==> src/rtl/exec_pkg.sv <==
// Shared types and instruction field positions for the execute sequencer.
package exec_pkg;

    localparam int OP_MSB  = 15;
    localparam int OP_LSB  = 12;
    localparam int RD_MSB  = 11;
    localparam int RD_LSB  = 9;
    localparam int RS1_MSB = 8;
    localparam int RS1_LSB = 6;
    localparam int RS2_MSB = 5;
    localparam int RS2_LSB = 3;

    typedef enum logic [3:0] {
        OP_ADD  = 4'd0,
        OP_SUB  = 4'd1,
        OP_AND  = 4'd2,
        OP_OR   = 4'd3,
        OP_XOR  = 4'd4,
        OP_SLL  = 4'd5,
        OP_SRL  = 4'd6,
        OP_SLTU = 4'd7,
        OP_MOV  = 4'd8
    } opcode_e;

    typedef enum logic [1:0] {
        ST_IDLE = 2'd0,
        ST_READ = 2'd1,
        ST_EXEC = 2'd2,
        ST_WB   = 2'd3
    } state_e;

endpackage

==> src/rtl/alu_core.sv <==
// Combinational ALU: 8-bit result, carry/borrow and an illegal-opcode flag.
module alu_core
    import exec_pkg::*;
#(
    parameter int DW = 8
) (
    input  logic [3:0]    op_i,
    input  logic [DW-1:0] a_i,
    input  logic [DW-1:0] b_i,
    output logic [DW-1:0] y_o,
    output logic          carry_o,
    output logic          illegal_o
);

    logic [DW:0] sum;

    always_comb begin
        sum       = {1'b0, a_i} + {1'b0, b_i};
        y_o       = '0;
        carry_o   = 1'b0;
        illegal_o = 1'b0;
        case (op_i)
            OP_ADD: begin
                y_o     = sum[DW-1:0];
                carry_o = sum[DW];
            end
            OP_SUB: begin
                y_o     = a_i - b_i;
                carry_o = (a_i < b_i);
            end
            OP_AND:  y_o = a_i & b_i;
            OP_OR:   y_o = a_i | b_i;
            OP_XOR:  y_o = a_i ^ b_i;
            OP_SLL:  y_o = a_i << b_i[2:0];
            OP_SRL:  y_o = a_i >> b_i[2:0];
            OP_SLTU: y_o = DW'(a_i < b_i);
            OP_MOV:  y_o = a_i;
            // Undefined opcodes produce a zero result that is never written back.
            default: illegal_o = 1'b1;
        endcase
    end

endmodule

==> src/rtl/exec_seq.sv <==
// Serial execute sequencer: read operands, run the ALU, write back to the register file.
//
// state   | meaning
// --------+--------------------------------------------------------------
// IDLE    | ready for a new instruction; latch it on valid & ready
// READ    | drive rs1/rs2 addresses, capture operands at end of cycle
// EXEC    | ALU on captured operands, register result and flags
// WB      | pulse write (legal only) and done; illegal pulses illegal_o
module exec_seq
    import exec_pkg::*;
#(
    parameter int DW = 8,
    parameter int AW = 3,
    parameter int IW = 16
) (
    input  logic          clk_i,
    input  logic          rst_ni,
    input  logic          instr_valid_i,
    output logic          instr_ready_o,
    input  logic [IW-1:0] instr_i,
    output logic [AW-1:0] rs1_addr_o,
    output logic [AW-1:0] rs2_addr_o,
    input  logic [DW-1:0] rs1_data_i,
    input  logic [DW-1:0] rs2_data_i,
    output logic          rd_wren_o,
    output logic [AW-1:0] rd_addr_o,
    output logic [DW-1:0] rd_data_o,
    output logic          done_o,
    output logic          illegal_o,
    output logic          zero_o,
    output logic          carry_o
);

    state_e        state_q, state_d;
    logic [3:0]    op_q;
    logic [AW-1:0] rd_q;
    logic [AW-1:0] rs1_addr_q, rs2_addr_q;
    logic [DW-1:0] op_a_q, op_b_q, result_q;
    logic          zero_q, carry_q, illegal_q;
    logic          accept;

    logic [DW-1:0] alu_y;
    logic          alu_carry, alu_illegal;

    // Reserved low instruction bits carry no meaning.
    logic          unused_instr;
    assign unused_instr = ^instr_i[RS2_LSB-1:0];

    alu_core #(.DW(DW)) u_alu (
        .op_i      (op_q),
        .a_i       (op_a_q),
        .b_i       (op_b_q),
        .y_o       (alu_y),
        .carry_o   (alu_carry),
        .illegal_o (alu_illegal)
    );

    assign accept = instr_valid_i && (state_q == ST_IDLE);

    always_comb begin
        state_d       = state_q;
        instr_ready_o = 1'b0;
        rd_wren_o     = 1'b0;
        rd_addr_o     = '0;
        rd_data_o     = '0;
        done_o        = 1'b0;
        illegal_o     = 1'b0;
        case (state_q)
            ST_IDLE: begin
                instr_ready_o = 1'b1;
                if (instr_valid_i) state_d = ST_READ;
            end
            ST_READ: state_d = ST_EXEC;
            ST_EXEC: state_d = ST_WB;
            ST_WB: begin
                rd_wren_o = !illegal_q;
                rd_addr_o = rd_q;
                rd_data_o = result_q;
                done_o    = 1'b1;
                illegal_o = illegal_q;
                state_d   = ST_IDLE;
            end
            default: state_d = ST_IDLE;
        endcase
    end

    always_ff @(posedge clk_i or negedge rst_ni) begin
        if (!rst_ni) state_q <= ST_IDLE;
        else         state_q <= state_d;
    end

    // Read addresses are loaded at accept so they are valid for all of READ and hold afterwards.
    always_ff @(posedge clk_i or negedge rst_ni) begin
        if (!rst_ni) begin
            op_q       <= '0;
            rd_q       <= '0;
            rs1_addr_q <= '0;
            rs2_addr_q <= '0;
        end else if (accept) begin
            op_q       <= instr_i[OP_MSB:OP_LSB];
            rd_q       <= instr_i[RD_MSB:RD_LSB];
            rs1_addr_q <= instr_i[RS1_MSB:RS1_LSB];
            rs2_addr_q <= instr_i[RS2_MSB:RS2_LSB];
        end
    end

    always_ff @(posedge clk_i or negedge rst_ni) begin
        if (!rst_ni) begin
            op_a_q <= '0;
            op_b_q <= '0;
        end else if (state_q == ST_READ) begin
            op_a_q <= rs1_data_i;
            op_b_q <= rs2_data_i;
        end
    end

    always_ff @(posedge clk_i or negedge rst_ni) begin
        if (!rst_ni) begin
            result_q  <= '0;
            illegal_q <= 1'b0;
            zero_q    <= 1'b0;
            carry_q   <= 1'b0;
        end else if (state_q == ST_EXEC) begin
            result_q  <= alu_y;
            illegal_q <= alu_illegal;
            // Flags survive an illegal instruction untouched.
            if (!alu_illegal) begin
                zero_q  <= (alu_y == '0);
                carry_q <= alu_carry;
            end
        end
    end

    assign rs1_addr_o = rs1_addr_q;
    assign rs2_addr_o = rs2_addr_q;
    assign zero_o     = zero_q;
    assign carry_o    = carry_q;

endmodule

==> config.mk <==
export PLATFORM = sky130hd
export DESIGN_NAME = exec_seq
export DESIGN_NICKNAME = d
export VERILOG_FILES = /design/src/rtl/exec_pkg.sv /design/src/rtl/alu_core.sv /design/src/rtl/exec_seq.sv
export SDC_FILE = /design/constraint.sdc
export NUM_CORES = 1
export LEC_CHECK = 0
export CAP_MARGIN = 0
export CORE_MARGIN = 4
export CORE_UTILIZATION = 30
export CTS_BUF_LIST = sky130_fd_sc_hd__clkbuf_8
export CTS_CLUSTER_DIAMETER = 50
export DETAILED_ROUTE_END_ITERATION = 16
export PLACE_DENSITY = 0.49
export SYNTH_ARGS = -nofsm -noshare
export SYNTH_HDL_FRONTEND = slang
export SYNTH_SLANG_ARGS = --single-unit
==> constraint.sdc <==
create_clock -name clk_i -period 2.4 [get_ports clk_i]
set_input_delay 0.24 -clock clk_i [delete_from_list [all_inputs] [get_ports clk_i]]
set_output_delay 0.24 -clock clk_i [all_outputs]
set_load 0.005 [all_outputs]
# Yosys cells after proc, flatten, opt, wreduce, memory -nomap -nowiden
# Cells that the tools add are included.
[word_totals]
wordCells = 49
ramBits = 0
n_memories = 0
output_inout_bits = 23
latch_bits = 0
romBits = 0
reg_bits = 42
[op_classes]
n_mux = 11
addsub = 2
bitwise = 3
n_eq_ne = 12
n_shift = 2
n_mul = 0
div = 0
n_reduce_logical = 7
magnitude_cmp = 1
[ops]
columns = ["operator", "count"]
rows = [
  ["$pmux W8 S9", 1],
  ["$eq A4 B3 Y1 const B", 4],
  ["$add A8 B8 Y9", 1],
  ["$reduce_or A9 Y1", 1],
  ["$and A8 B8 Y8", 1],
  ["$eq A4 B2 Y1 const B", 2],
  ["$logic_not A8 Y1", 1],
  ["$lt A8 B8 Y1", 1],
  ["$mux W8", 1],
  ["$or A8 B8 Y8", 1],
  ["$pmux W2 S4", 1],
  ["$shl A8 B3 Y8", 1],
  ["$shr A8 B3 Y8", 1],
  ["$sub A8 B8 Y8", 1],
  ["$xor A8 B8 Y8", 1],
  ["$mux W1", 5],
  ["$eq A2 B2 Y1 const B", 2],
  ["$eq A4 B1 Y1 const B", 1],
  ["$eq A4 B4 Y1 const B", 1],
  ["$logic_not A4 Y1", 1],
  ["$mux W3", 1],
  ["$eq A2 B1 Y1 const B", 1],
  ["$logic_not A2 Y1", 1],
  ["$mux W2", 1],
  ["5 further kinds", 5],
]

# Logic depth before layout (Yosys ltp)
# Gate-level depths: netlist (run 1).
[depth]
depth_word = 3
mapped_depth = 11
depth_no_buf = 10

# Cells and area by module
# Synthesis (run 1) repeated with hierarchy kept, for this count alone.
[unflattened]
cells_unflattened = 361
area_unflattened_um2 = 3534.6
[by_module_without_submodules]
columns = ["module", "area_per_inst_um2", "seq_area_each_um2", "cells_each", "n_inst"]
rows = [
  ["exec_seq", 1783.0, 1051.0, 119, 1],
  ["alu_core", 1751.7, 0.0, 242, 1],
]

# Worst setup path before layout (run 1)
# OpenSTA, ideal clock, no wires.
[synth_timing]
kind = "register -> register"
start = "register op_a_q[0]"
end = "register zero_q, in the netlist zero_o"
synth_period_minus_slack_ns = 2.579
stages_incl_launch_ff = 11
path_slack_ns = -0.179
arrival_time_ns = 2.502
required_time_ns = 2.323
path_cell_list = "dfrtp_1 > inv_1 > ha_1 > fa_1 > or2_4 > a2111oi_4 > o22ai_1 > a311o_1 > nor4_2 > nand4_1 > o21ai_1"
[synth_between]
elab_chain_len = 3
[synth_lines]
columns = ["element", "line_no", "source"]
rows = [
  ["from (decl)", "exec_seq.sv:38", "logic [DW-1:0] op_a_q, op_b_q, result_q;"],
  ["from (signal assigned)", "exec_seq.sv:112", "op_a_q <= rs1_data_i;"],
  ["$sub A8 B8 Y8, or another cell as far along", "alu_core.sv:28", "y_o = a_i - b_i;"],
  ["$pmux W8 S9 *", "alu_core.sv:22", "case (op_i)"],
  ["$logic_not A8 Y1 *", "exec_seq.sv:128", "zero_q <= (alu_y == '0);"],
  ["to (signal assigned)", "exec_seq.sv:128", ""],
  ["to (decl)", "exec_seq.sv:39", "logic zero_q, carry_q, illegal_q;"],
]
# Every way passes the cells marked *; elsewhere a longest branch is shown, timed or not.
# A chain may end at the register's enable or synchronous reset.

# Worst setup path after layout (run 1)
[layout_timing]
start = "register op_b_q[0]"
end = "register result_q[0]"
[layout_between]
elab_chain_len = 2
[layout_lines]
columns = ["element", "line_no", "source"]
rows = [
  ["from (decl)", "exec_seq.sv:38", ""],
  ["from (signal assigned)", "exec_seq.sv:113", "op_b_q <= rs2_data_i;"],
  ["$sub A8 B8 Y8, or another cell as far along", "alu_core.sv:28", ""],
  ["$pmux W8 S9 *", "alu_core.sv:22", ""],
  ["to (signal assigned)", "exec_seq.sv:124", "result_q <= alu_y;"],
  ["to (decl)", "exec_seq.sv:38", ""],
]
# Marked as above.

==> results of run 1 <==
==> cell families (layout without fill, tap and decap cells) <==
kind of cell,after synthesis,after routing,share of synthesized area (%)
and+or+nand+nor,125,125,17.9
AOI/OAI and AO/OA,109,109,20.8
buffers and inverters,62,156,7.09
DFF,42,42,28.8
adders and majority gates,32,32,11.4
muxes,32,32,13.1
xor gates and xnor gates,4,4,0.958
==> stage by stage <==
stage          hold slack (ns)  TNS, ns  setup WS, ns  total power [mW]
6_report               0.00784   -0.615        -0.236              7.71
5_1_grt                 0.0506    -1.25        -0.344              8.43
4_1_cts                 0.0177   -0.461        -0.220              7.51
3_5_place_dp             0.357   -0.644        -0.246              6.81
3_3_place_gp             0.365   -0.428        -0.158              6.77
2_1_floorplan          -0.0556  -0.0621       -0.0537              4.75
==> synthesized netlist by cell type, types with 3 or more instances <==
cell type,n,area (sq um)
dfrtp_1,42,1050
inv_1,33,124
nand2_1,32,120
ha_1,30,375
nor2_1,27,101
o21ai_0,26,130
a21oi_1,23,115
and2_1,16,100
mux2_2,15,169
clkbuf_1,14,52.6
buf_2,12,60.1
nor2b_1,9,56.3
nor3_1,9,45.0
nand3_1,8,40.0
mux2i_1,7,70.1
a32oi_1,6,52.6
mux4_2,6,135
nand3b_1,6,45.0
o22ai_1,6,37.5
a22oi_1,5,37.5
mux4_1,4,105
o211ai_1,4,30.0
o21a_1,4,30.0
o21bai_1,4,30.0
o31ai_1,4,30.0
xnor2_1,4,35.0
a211oi_1,3,22.5
a22o_1,3,26.3
and3_1,3,18.8
nand4_1,3,18.8
==> final cells by class <==
cell class              count  area share (%)
multi-input cells         302            50.0
flip-flops and latches     42            21.5
repair buffers            115            20.3
well taps                 147            3.76
inverters                  33            2.53
clock buffers               5            1.41
clock inverters             3           0.512
==> repair_timing <==
item	CTS	global route
hold buffers	0	0
gates resized for setup	7	14
pin swaps	2	6
endpoints found under the hold margin	0	0
buffers inserted	4	5
setup endpoints to repair	6	7
==> registers in the layout, indices dropped and copies added (netlist names) <==
name        cells
op_a_q          8
zero_o          1
illegal_q       1
rd_q            3
rs2_addr_o      3
state_q         2
op_b_q          8
rs1_addr_o      3
result_q        8
op_q            4
carry_o         1
==> worst min-delay path by stage <==
| stage | startpoint | end | cells past startpoint |
|---|---|---|---|
| 2_1_floorplan | rst_ni | carry_o$_DFFE_PN0P_ | 0 |
| 3_3_place_gp | rst_ni | rd_q[0]$_DFFE_PN0P_ | 2 |
| 3_5_place_dp | rst_ni | rd_q[0]$_DFFE_PN0P_ | 2 |
| 4_1_cts | rst_ni | carry_o$_DFFE_PN0P_ | 2 |
| 5_1_grt | rst_ni | rd_q[0]$_DFFE_PN0P_ | 2 |
| 6_report | rst_ni | rd_q[0]$_DFFE_PN0P_ | 2 |
==> metal layers <==
layer | track usage [%] | up-vias
li1 | - | 1636
met1 | 21.4 | 1599
met2 | 25.7 | 76
met3 | 2.06 | 10
met4 | 3.98 | 0
met5 | 0 | -
==> power breakdown <==
part / total [mW] / internal, mW / switching (mW)
clock: 0.508 / 0.211 / 0.297
combinational: 5.84 / 2.93 / 2.92
sequential: 1.36 / 1.06 / 0.308
==> critical path, cell delays in order (launching register included) <==
cell,delay [ns]
dfrtp_1,0.44
ha_4,0.17
fa_2,0.37
or2_4,0.28
a2111oi_4,0.35
o22ai_2,0.15
a311o_1,0.37
buf_4,0.14
mux2_4,0.25
==> impl_metrics.toml, run 1 <==
[logic_synthesis]
syn_nets = 473
synth-async-reset-ratio_pct = 100
synth.distinct_cells = 61
avgSynthCellArea_sq_um = 9.00
syn_area_sq_um = 3650
yosysSeqAreaShare_pct = 28.8
synth_edf_count = 0
synth_ff_type = "dfrtp_1"
yosysWarnings = 0
syn_inst = 406
ys_ff_latch = 42

[floorplan]
die_h_um = 118
die_w_um = 118
dieArea_sq_um = 14000
initial_core_util_pct = 30.6
pin_count = 58
fp-row-count = 40
fp.coreArea_sq_um = 12000

[run]
drv_cap = 0

[setup_path]
crit_end = "result_q[0]$_DFFE_PN0P_"
critical_path_class = "register to register"
end_kind = "register"
start_kind = "register"
timing.rr.end = "result_q[0]$_DFFE_PN0P_"
critPathMaxFanout = 3
reg2reg_depth = 8
arrival_ns = 2.84
reg2reg_from = "op_b_q[0]$_DFFE_PN0N_"
critPathLaunch = "op_b_q[0]$_DFFE_PN0N_"
cp.required_ns = 2.60
reg2reg_slack_ns = -0.24

[route]
wl_met3_um = 363
totalWireLength_um = 10700
vias = 3321
viasPerCell = 5.13
firstDrtPassIters = 4
drcViolationCount = 0
drt-met1-wl_um = 4980
drtIter0Drc = 222
top_layer_used = "met4"
ant_nets = 0
wl_met2_um = 5180
wl_per_cell_um = 16.5

[timing]
relSlewSlack_pct = 62.2
worst_pin_slew_ns = 0.567
drv_slew = 0
setup_ws_ns = -0.236
rsz0062_at_grt = "true"
fmax_mhz = 379
finalCritPeriodShare_pct = 110
finalCriticalPeriod_ns = 2.64
final-setup-viol-count = 5
fin_skew_ns = 0.00932
finalHoldViolCount = 0

[finish]
multi_input_area_sq_um = 2440
final_common_cell = "buf_4"
fill_cells = 1193
area_delta_synth_final_pct = 33.8
finalInstanceArea_sq_um = 4890
ff_latch_area_sq_um = 1050
diodes = 0
layout_common_cells = "buf_4, clkdlybuf4s50_1, dfrtp_1"
layout-drive-gt1-share_pct = 23.0
nNetsFinal = 566
final_util_pct = 40.9
final_cells = 647

[clock_network]
cts_sinks = 42
clk_latency_ns = 0.31
cts_tree = "built"
root_buffer = "clkbuf_8"
cts_buffers = 5
cts_buffer_depth = 2
cts.clk_slew.worst_paths_ns = 0.10
htree_levels = 2

[grt]
grt.total_usage_pct = 15.5
grt_max_degree = 43
grt_pass1_vias = 3460
grt-ovfl-total = 0
grt_pass1_wl_um = 18000
antenna_found_initial = 0

[min_path]
min_path_type = "input port to async pin"

[outcome]
violations = "negative setup slack"
outcome = "finished, violations left"

[placed_design]
dp.final_hpwl_um = 8210
postPlaceCellArea_sq_um = 4640
routabilityCongestion = 0.898
port_buffers = 54
dp_cells = 630

[power]
p_leak_nw = 2.08
vdd_ir_drop_max_mv = 0.481
powerDensity_nw_per_um2 = 1580
Power figures use the tool's default switching activity.
==> run 2, diff against run 1 <==
==> constraint.sdc (replaced) <==
create_clock -name clk_i -period 2.4 [get_ports clk_i]
set_input_delay 0.24 -clock clk_i [delete_from_list [all_inputs] [get_ports clk_i]]
set_output_delay 0.24 -clock clk_i [all_outputs]
set_load 0.01 [all_outputs]
==> results of run 2 <==
Same layout as run 1 (identical final DEF). Status: finished, violations left: negative setup slack.
Among the figures that moved: total power 7.71 mW -> 7.77 mW
==> run 3, diff against run 2 <==
--- a/config.mk
+++ b/config.mk
@@ -5,13 +5,13 @@
 export SDC_FILE = /design/constraint.sdc
 export NUM_CORES = 1
 export LEC_CHECK = 0
+export ABC_CLOCK_PERIOD_IN_PS = 2400
 export CAP_MARGIN = 0
 export CORE_MARGIN = 4
-export CORE_UTILIZATION = 30
-export CTS_BUF_LIST = sky130_fd_sc_hd__clkbuf_8
+export CORE_UTILIZATION = 50
 export CTS_CLUSTER_DIAMETER = 50
 export DETAILED_ROUTE_END_ITERATION = 16
-export PLACE_DENSITY = 0.49
+export PLACE_DENSITY = 0.76
 export SYNTH_ARGS = -nofsm -noshare
 export SYNTH_HDL_FRONTEND = slang
 export SYNTH_SLANG_ARGS = --single-unit
==> run 3 against run 2 <==
  * The flow still finishes with violations (negative setup slack)
  * Sequential share of layout area rose by 1.3 points
  * First-iteration DRC count stayed put
  * Design area shrank 5.5%
  * Critical endpoint is now zero_o$_DFFE_PN0P_
  * Largest cell class unchanged
  * Highest routed layer unchanged
==> impl_metrics.toml, run 3 (synthesized netlist as in run 1, its figures left out) <==
[timing]
setup_ws_ns = -0.153
fmax_mhz = 392
finalCritPeriodShare_pct = 106
drv_slew = 0
rsz0062_at_grt = "true"
finalCriticalPeriod_ns = 2.55
whs_ns = 0.0785
worst_pin_slew_ns = 0.975
final-setup-viol-count = 2
relSlewSlack_pct = 35.0
fin_skew_ns = 0.00696
finalHoldViolCount = 0

[finish]
finalInstanceArea_sq_um = 4620
layout-drive-gt1-share_pct = 17.9
multi_input_area_sq_um = 2410
fill_cells = 597
ff_latch_area_sq_um = 1050
diodes = 0
final_cells = 572
layout_common_cells = "clkdlybuf4s50_1, dfrtp_1, buf_4"
area_delta_synth_final_pct = 26.4
nNetsFinal = 542
reg_top3 = "op_a_q (8), op_b_q (8), result_q (8)"
final_common_cell = "clkdlybuf4s50_1"

[setup_path]
critPathMaxFanout = 3
start_kind = "register"
reg2reg_depth = 10
timing.rr.end = "zero_o$_DFFE_PN0P_"
reg2reg_slack_ns = -0.15
arrival_ns = 2.80
cp.required_ns = 2.65
end_kind = "register"
reg2reg_from = "op_a_q[0]$_DFFE_PN0N_"
critical_path_class = "register to register"

[grt]
grt_pass1_vias = 3418
grt_pass1_wl_um = 16800
grt.total_usage_pct = 24.4
antenna_found_initial = 0
grt_max_degree = 43
grt-ovfl-total = 0

[power]
vdd_ir_drop_max_mv = 0.968
powerDensity_nw_per_um2 = 1580
power_mw = 7.31
p_leak_nw = 1.96

[route]
wl_per_cell_um = 17.9
firstDrtPassIters = 5
drcViolationCount = 0
drtIter0Drc = 222
totalWireLength_um = 10300
ant_nets = 0
viasPerCell = 5.91
vias = 3378

[outcome]
violations = "negative setup slack"
outcome = "finished, violations left"

[placed_design]
dp.final_hpwl_um = 7780
postPlaceCellArea_sq_um = 4470
port_buffers = 54
dp_cells = 562
routabilityCongestion = 0.988

[clock_network]
cts_buffer_depth = 2
cts_sinks = 42
cts_tree = "built"
root_buffer = "clkbuf_8"
clk_latency_ns = 0.31
postCtsHoldBufs = 0
cts_buffers = 5
htree_levels = 2
cts.clk_slew.worst_paths_ns = 0.10

[run]
drv_cap = 0

[min_path]
min_path_type = "input port to async pin"

[floorplan]
dieArea_sq_um = 8740
fp.coreArea_sq_um = 6940
fp-row-count = 30
pin_count = 58
initial_core_util_pct = 52.6
die_h_um = 93.5
die_w_um = 93.5
-- run 3: how the worst max path moves through the flow --
stage / startpoint / to / slack, ns / cells past startpoint
floorplan: op_a_q[0]$_DFFE_PN0N_ / zero_o$_DFFE_PN0P_ / -0.05 / 10
global placement: op_a_q[0]$_DFFE_PN0N_ / zero_o$_DFFE_PN0P_ / -0.11 / 10
detailed placement: op_b_q[1]$_DFFE_PN0N_ / zero_o$_DFFE_PN0P_ / -0.17 / 10
CTS: op_a_q[0]$_DFFE_PN0N_ / zero_o$_DFFE_PN0P_ / -0.15 / 10
global route: op_a_q[0]$_DFFE_PN0N_ / zero_o$_DFFE_PN0P_ / -0.24 / 10
finish: op_a_q[0]$_DFFE_PN0N_ / zero_o$_DFFE_PN0P_ / -0.15 / 10
-- run 3: layout make-up --
class | instances | area share [%]
Clock buffer | 5 | 1.49
Sequential cell | 42 | 22.7
Clock inverter | 3 | 0.460
Multi-Input combinational cell | 302 | 52.2
Timing Repair Buffer | 91 | 17.9
Inverter | 33 | 2.68
Tap cell | 96 | 2.60
-- run 3: metal layers --
metal,share of wire (%),vias up,track usage [%]
met3,6.4,23,4.10
met2,49,125,40.4
met5,0,-,0
met1,42,1640,32.4
li1,-,1590,-
met4,2.3,0,7.94
-- run 3: report_power, final --
group,switching [mW],total [mW],internal [mW]
Sequential,0.334,1.39,1.06
Combinational,2.87,5.42,2.55
Clock,0.297,0.503,0.205
-- run 3: critical path, cell delays in order, from the launching register on --
cell,delay (ns)
dfrtp_1,0.40
inv_2,0.06
ha_4,0.16
fa_2,0.37
or2_4,0.29
a2111oi_4,0.33
o22ai_2,0.13
a311o_1,0.37
nor4_2,0.14
nand4_1,0.12
o21ai_1,0.13
-- run 3: repair_timing --
| item | CTS | global route |
|---|---|---|
| resized for setup | 4 | 9 |
| buffers inserted | 2 | 0 |
| pin swaps | 1 | 3 |
| endpoints found under the setup margin | 6 | 7 |
-- run 3: per-stage QoR --
step / TNS, ns / worst slack [ns] / utilization [%]
floorplan: -0.0621 / -0.0537 / -
global placement: -0.152 / -0.113 / 64.3
detailed placement: -0.424 / -0.174 / 64.3
CTS: -0.254 / -0.148 / 66.0
global route: -0.428 / -0.239 / 66.5
finish: -0.246 / -0.153 / 66.5
